`config.mk`:
```
export PLATFORM = sky130hd
export DESIGN_NAME = fetch_unit
export DESIGN_NICKNAME = d
export VERILOG_FILES = /design/src/rtl/fetch_unit.sv
export SDC_FILE = /design/constraint.sdc
export NUM_CORES = 1
export LEC_CHECK = 0
export CAP_MARGIN = 20
export CORE_ASPECT_RATIO = 0.75
export CORE_UTILIZATION = 45
export DETAILED_ROUTE_END_ITERATION = 7
export GPL_TIMING_DRIVEN = 0
export HOLD_SLACK_MARGIN = 0.05
export PLACE_DENSITY_LB_ADDON = 0.08
export SLEW_MARGIN = 20
export SYNTH_ARGS = -nofsm -noshare
export SYNTH_HDL_FRONTEND = slang
export SYNTH_SLANG_ARGS = --single-unit
```
`constraint.sdc`:
```
create_clock -name clk -period 5.2 [get_ports clk]
set_input_delay 1.56 -clock clk [delete_from_list [all_inputs] [get_ports clk]]
set_output_delay 1.56 -clock clk [all_outputs]
set_load 0.005 [all_outputs]
```
`src/rtl/fetch_unit.sv`:
```
// Fetch stage: program counter, req/ack instruction-memory port with a one-entry
// skid buffer for variable latency, and the IF/ID pipeline register feeding Decode.
module fetch_unit #(
    parameter int unsigned ADDR_W   = 16,
    parameter int unsigned INSTR_W  = 16,
    parameter logic [ADDR_W-1:0] RESET_PC = '0
) (
    input  logic               clk,
    input  logic               rst_n,
    input  logic               StallF,
    input  logic               StallD,
    input  logic               PCSrcD,
    input  logic [ADDR_W-1:0]  PCBranchD,
    output logic               imem_req,
    output logic [ADDR_W-1:0]  imem_addr,
    input  logic               imem_ack,
    input  logic [INSTR_W-1:0] imem_rdata,
    output logic [ADDR_W-1:0]  PCF,
    output logic [INSTR_W-1:0] InstrD,
    output logic [ADDR_W-1:0]  PCPlus1D,
    output logic               ValidD
);

    typedef enum logic {
        S_FETCH = 1'b0,
        S_HOLD  = 1'b1
    } state_t;

    state_t              state_q;
    logic                kill_q;
    logic [INSTR_W-1:0]  skid_q;
    logic [ADDR_W-1:0]   pcf_q;
    logic [INSTR_W-1:0]  instr_q;
    logic [ADDR_W-1:0]   pcp1_q;
    logic                valid_q;

    logic                redirect;
    logic [ADDR_W-1:0]   pcf_inc;

    // Redirect qualification and wrapping PC increment.
    always_comb begin
        redirect = PCSrcD && StallD;
        pcf_inc  = pcf_q + ADDR_W'(1);
    end

    // Fetch FSM, PC, skid buffer and IF/ID register.
    always_ff @(posedge clk or negedge rst_n) begin
        if (!rst_n) begin
            state_q <= S_FETCH;
            kill_q  <= 1'b0;
            skid_q  <= '0;
            pcf_q   <= RESET_PC;
            instr_q <= '0;
            pcp1_q  <= '0;
            valid_q <= 1'b0;
        end else if (redirect) begin
            // A request still waiting for its ack must have that ack discarded;
            // an ack arriving right now is simply dropped.
            state_q <= S_FETCH;
            kill_q  <= (state_q == S_FETCH) && !imem_ack;
            pcf_q   <= PCBranchD;
            instr_q <= '0;
            pcp1_q  <= '0;
            valid_q <= 1'b0;
        end else begin
            // Decode loads a bubble unless a real instruction is delivered below.
            if (StallD) begin
                instr_q <= '0;
                valid_q <= 1'b0;
            end
            if (state_q == S_FETCH) begin
                if (imem_ack && kill_q) begin
                    kill_q <= 1'b0;
                end else if (imem_ack && StallF && StallD) begin
                    instr_q <= imem_rdata;
                    pcp1_q  <= pcf_inc;
                    valid_q <= 1'b1;
                    pcf_q   <= pcf_inc;
                end else if (imem_ack) begin
                    skid_q  <= imem_rdata;
                    state_q <= S_HOLD;
                end
            end else begin
                if (StallF && StallD) begin
                    instr_q <= skid_q;
                    pcp1_q  <= pcf_inc;
                    valid_q <= 1'b1;
                    pcf_q   <= pcf_inc;
                    state_q <= S_FETCH;
                end
            end
        end
    end

    assign imem_req  = (state_q == S_FETCH);
    assign imem_addr = pcf_q;
    assign PCF       = pcf_q;
    assign InstrD    = instr_q;
    assign PCPlus1D  = pcp1_q;
    assign ValidD    = valid_q;

endmodule

```
==> flow_summary_export.csv, run 1 <==
group,metric,value,unit
finish,areaGrowthSynthToFinish,41.0,%
worst_setup_path,critical_path.max_fanout,10,
synth,ys_warn_count,0,
job,maxCapViolations,0,
die,die_area,7600,µm²
detailed_routing,met2_length,3700,µm
detailed_routing,routedWlPerCell,15.4,µm
status,outcome,"complete, no violations",
worst_setup_path,critPathCaptureType,"flop",
synth,synth_top_flop_cell,"dfrtp_1",
worst_hold_path,hold_depth,1,
placed_design,port-buffer-count,103,
grt,grt_overflow_total,0,
worst_setup_path,crit_required,5.42,ns
clocking,cts_post_setup_buffers_inserted,0,
grt,antenna_found_initial,0,
clocking,cts-hold-fix-buffers,0,
sta,tightestPinTransition,0.713,ns
die,io_pins,104,
die,rows,26,
worst_setup_path,worstSetupPathType,"primary input to flop",
power,p_leak,1.88,nW
worst_setup_path,startpoint_type,"primary input",
worst_hold_path,hp-start,"PCPlus1D[15]$_DFFE_PN0P_",
grt,grt_pass1_vias,2659,
worst_setup_path,r2r_cells,5,
synth,yosysMostFrequentCell,"dfrtp_1",
placed_design,pre_cts_ws,1.38,ns
synth,synth-seq-cells,67,
worst_hold_path,holdPathEnd,"PCPlus1D[15]$_DFFE_PN0P_",
sta,fin_skew,0.0106,ns
synth,synth_cells,316,
sta,final.setup.tns,0,ns
detailed_routing,drtIter0Drc,99,
finish,diodes,0,
detailed_routing,ant_nets,0,
finish,drive_gt1_frac,0.140,
detailed_routing,routed-wl-met3,439,µm
die,dieHeight,75.7,µm
sta,setup_ws,1.74,ns
grt,track_usage,0.226,
grt,grt_max_degree,43,
synth,yosys.area.top_type,"dfrtp_1",
sta,slew_headroom,0.522,
synth,avgSynthCellArea,10.3,µm²
grt,grt_pass1_wl,12900,µm
synth,yosys-top-cells-count,"67 x dfrtp_1, 25 x nand2_1, 22 x inv_1",
detailed_routing,routed_wl,8230,µm
clocking,cts.clk_slew.worst_paths,0.07,ns
sta,period_needed,3.46,ns
synth,async_flop_share,1.00,
synth,syn-num-nets,355,
worst_setup_path,r2r-end,"PCPlus1D[10]$_DFFE_PN0P_",
finish,fillers,571,
worst_hold_path,hp-class,"flop to flop",
synth,ys_seq_area_frac,0.514,
sta,hold_violations,0,
worst_setup_path,rr_startpoint,"PCF[0]$_DFFE_PN0P_",
power,power.density,329,nW/µm²
die,die_w,100,µm
clocking,clkLatencyLatePin,0.34,ns
sta,fin_crit_sh,0.665,
clocking,cts_max_level,3,
detailed_routing,drtPass1Iterations,4,
synth,synth_top_area_frac,0.514,
power,worst_ir_drop_vdd,0.177,mV
finish,fin_nets,470,
worst_setup_path,arrival,3.68,ns
sta,slew_violations,0,
sta,max_freq,0.289,GHz
sta,setup_viol,0,
clocking,post_cts_resized,0,
clocking,clk_path_buf_depth,2,
placed_design,dpl-instance-area,4430,µm²
clocking,root_buffer,"clkbuf_8",
detailed_routing,drt-met1-wl,4020,µm
detailed_routing,viasPerCell,5.20,
clocking,clock_sinks,67,
detailed_routing,vias,2772,
sta,rsz0062_at_grt,"false",
detailed_routing,drcViolationCount,0,
synth,synth_area,3260,µm²
worst_setup_path,ff2ff_setup_slack,3.04,ns
finish,fin_area,4600,µm²
die,start_util,0.473,
placed_design,place_congestion,0.826,
detailed_routing,top_layer_used,"met4",
synth,yosys-top-cells-area,"dfrtp_1 51%, mux2_2 5.9%, a22oi_1 4.4%, buf_4 3.9%, o22ai_1 3.3%",
clocking,cts_made_buffers,9,
placed_design,dp_hpwl,6080,µm
synth,ys_types,46,
synth,synth-edff-count,0,
die,core,6900,µm²
clocking,cts_tree,"yes",
==> sequential cells by signal, summed over array words and instances (netlist names) <==
| signal | count |
|---|---|
| InstrD | 16 |
| skid_q | 16 |
| kill_q | 1 |
| ValidD | 1 |
| state_q | 1 |
| PCF | 16 |
| PCPlus1D | 16 |
==> stage by stage <==
stage | total power [mW] | std cells | utilization | hold WS, ns
after detailed placement | 1.15 | 518 | 0.643 | 0.469
final | 1.51 | 533 | 0.667 | 0.484
after CTS | 1.53 | 533 | 0.667 | 0.486
after floorplan | 0.901 | 316 | - | 0.473
after global routing | 1.60 | 533 | 0.667 | 0.509
after global placement | 1.13 | 517 | 0.640 | 0.463
==> cells in the final DEF, fill, tap and decap left out, types with 12 or more instances in the layout <==
cell / instances
nor2_1: 12
buf_4: 18
o22ai_1: 17
clkbuf_1: 13
clkdlybuf4s50_1: 102
a22oi_1: 19
dfrtp_1: 67
nand2_1: 25
inv_1: 22
o21ai_0: 17
mux2_2: 17
==> routing by layer <==
layer | track usage | vias to the layer above
li1 | - | 1352
met1 | 0.315 | 1342
met2 | 0.342 | 71
met3 | 0.0624 | 7
met4 | 0.0805 | 0
met5 | 0 | -
==> cell type report <==
cell class	count	area, µm²	share of cell area
clock buffers	10	138	0.0299
repair buffers	104	1050	0.228
inverters	22	82.6	0.0179
plain buffers	34	204	0.0443
clock inverters	5	30.0	0.00653
well taps	98	123	0.0267
multi-input cells	193	1300	0.282
flip-flops and latches	67	1680	0.364
==> worst max-delay path by stage <==
| stage | from | endpoint | slack [ns] | cells past startpoint |
|---|---|---|---|---|
| 2_1_floorplan | imem_ack | skid_q[10]$_DFFE_PN0P_ | 2.30 | 5 |
| 3_3_place_gp | rst_n | InstrD[4]$_DFF_PN0_ | 0.31 | 1 |
| 3_5_place_dp | StallD | PCF[4]$_DFFE_PN0P_ | 1.38 | 6 |
| 4_1_cts | StallD | PCF[4]$_DFFE_PN0P_ | 1.75 | 6 |
| 5_1_grt | StallD | PCF[4]$_DFFE_PN0P_ | 1.54 | 6 |
| 6_report | PCSrcD | skid_q[12]$_DFFE_PN0P_ | 1.74 | 6 |
==> critical path: stages <==
cell,delay [ns]
clkdlybuf4s50_1,0.58
o21a_1,0.21
nand2b_1,0.11
clkbuf_1,0.32
buf_1,0.50
mux2_2,0.39
==> power breakdown <==
part | leakage [nW] | internal [mW] | switching [mW]
combinational | 0.978 | 0.274 | 0.173
clock | 0.0839 | 0.181 | 0.196
sequential | 0.822 | 0.616 | 0.0751
total | 1.88 | 1.07 | 0.444
==> logic make-up after synthesis <==
family                     Yosys count  share of synthesized area
AOI/OAI and AO/OA                   89                      0.180
adders and majority gates            1                    0.00384
buffers and inverters               56                     0.0878
xor gates and xnor gates            13                     0.0349
DFF                                 67                      0.514
and+or+nand+nor                     73                      0.121
muxes                               17                     0.0587
(Power assumes the default switching activity.)
==> run 2, diff against run 1 <==
==> constraint.sdc (replaced) <==
create_clock -name clk -period 3.4 [get_ports clk]
set_input_delay 1.02 -clock clk [delete_from_list [all_inputs] [get_ports clk]]
set_output_delay 1.02 -clock clk [all_outputs]
set_load 0.005 [all_outputs]
==> results of run 2 <==
Same layout as run 1 (identical final DEF). Status: complete, no violations.
Among the figures that moved: setup slack after placement 1.38 ns -> 0.120 ns; setup slack after layout 1.74 ns -> 0.484 ns; register-to-register setup slack 3.04 ns -> 1.24 ns; total power 1.51 mW -> 2.32 mW; worst IR drop on VDD 0.177 mV -> 0.271 mV
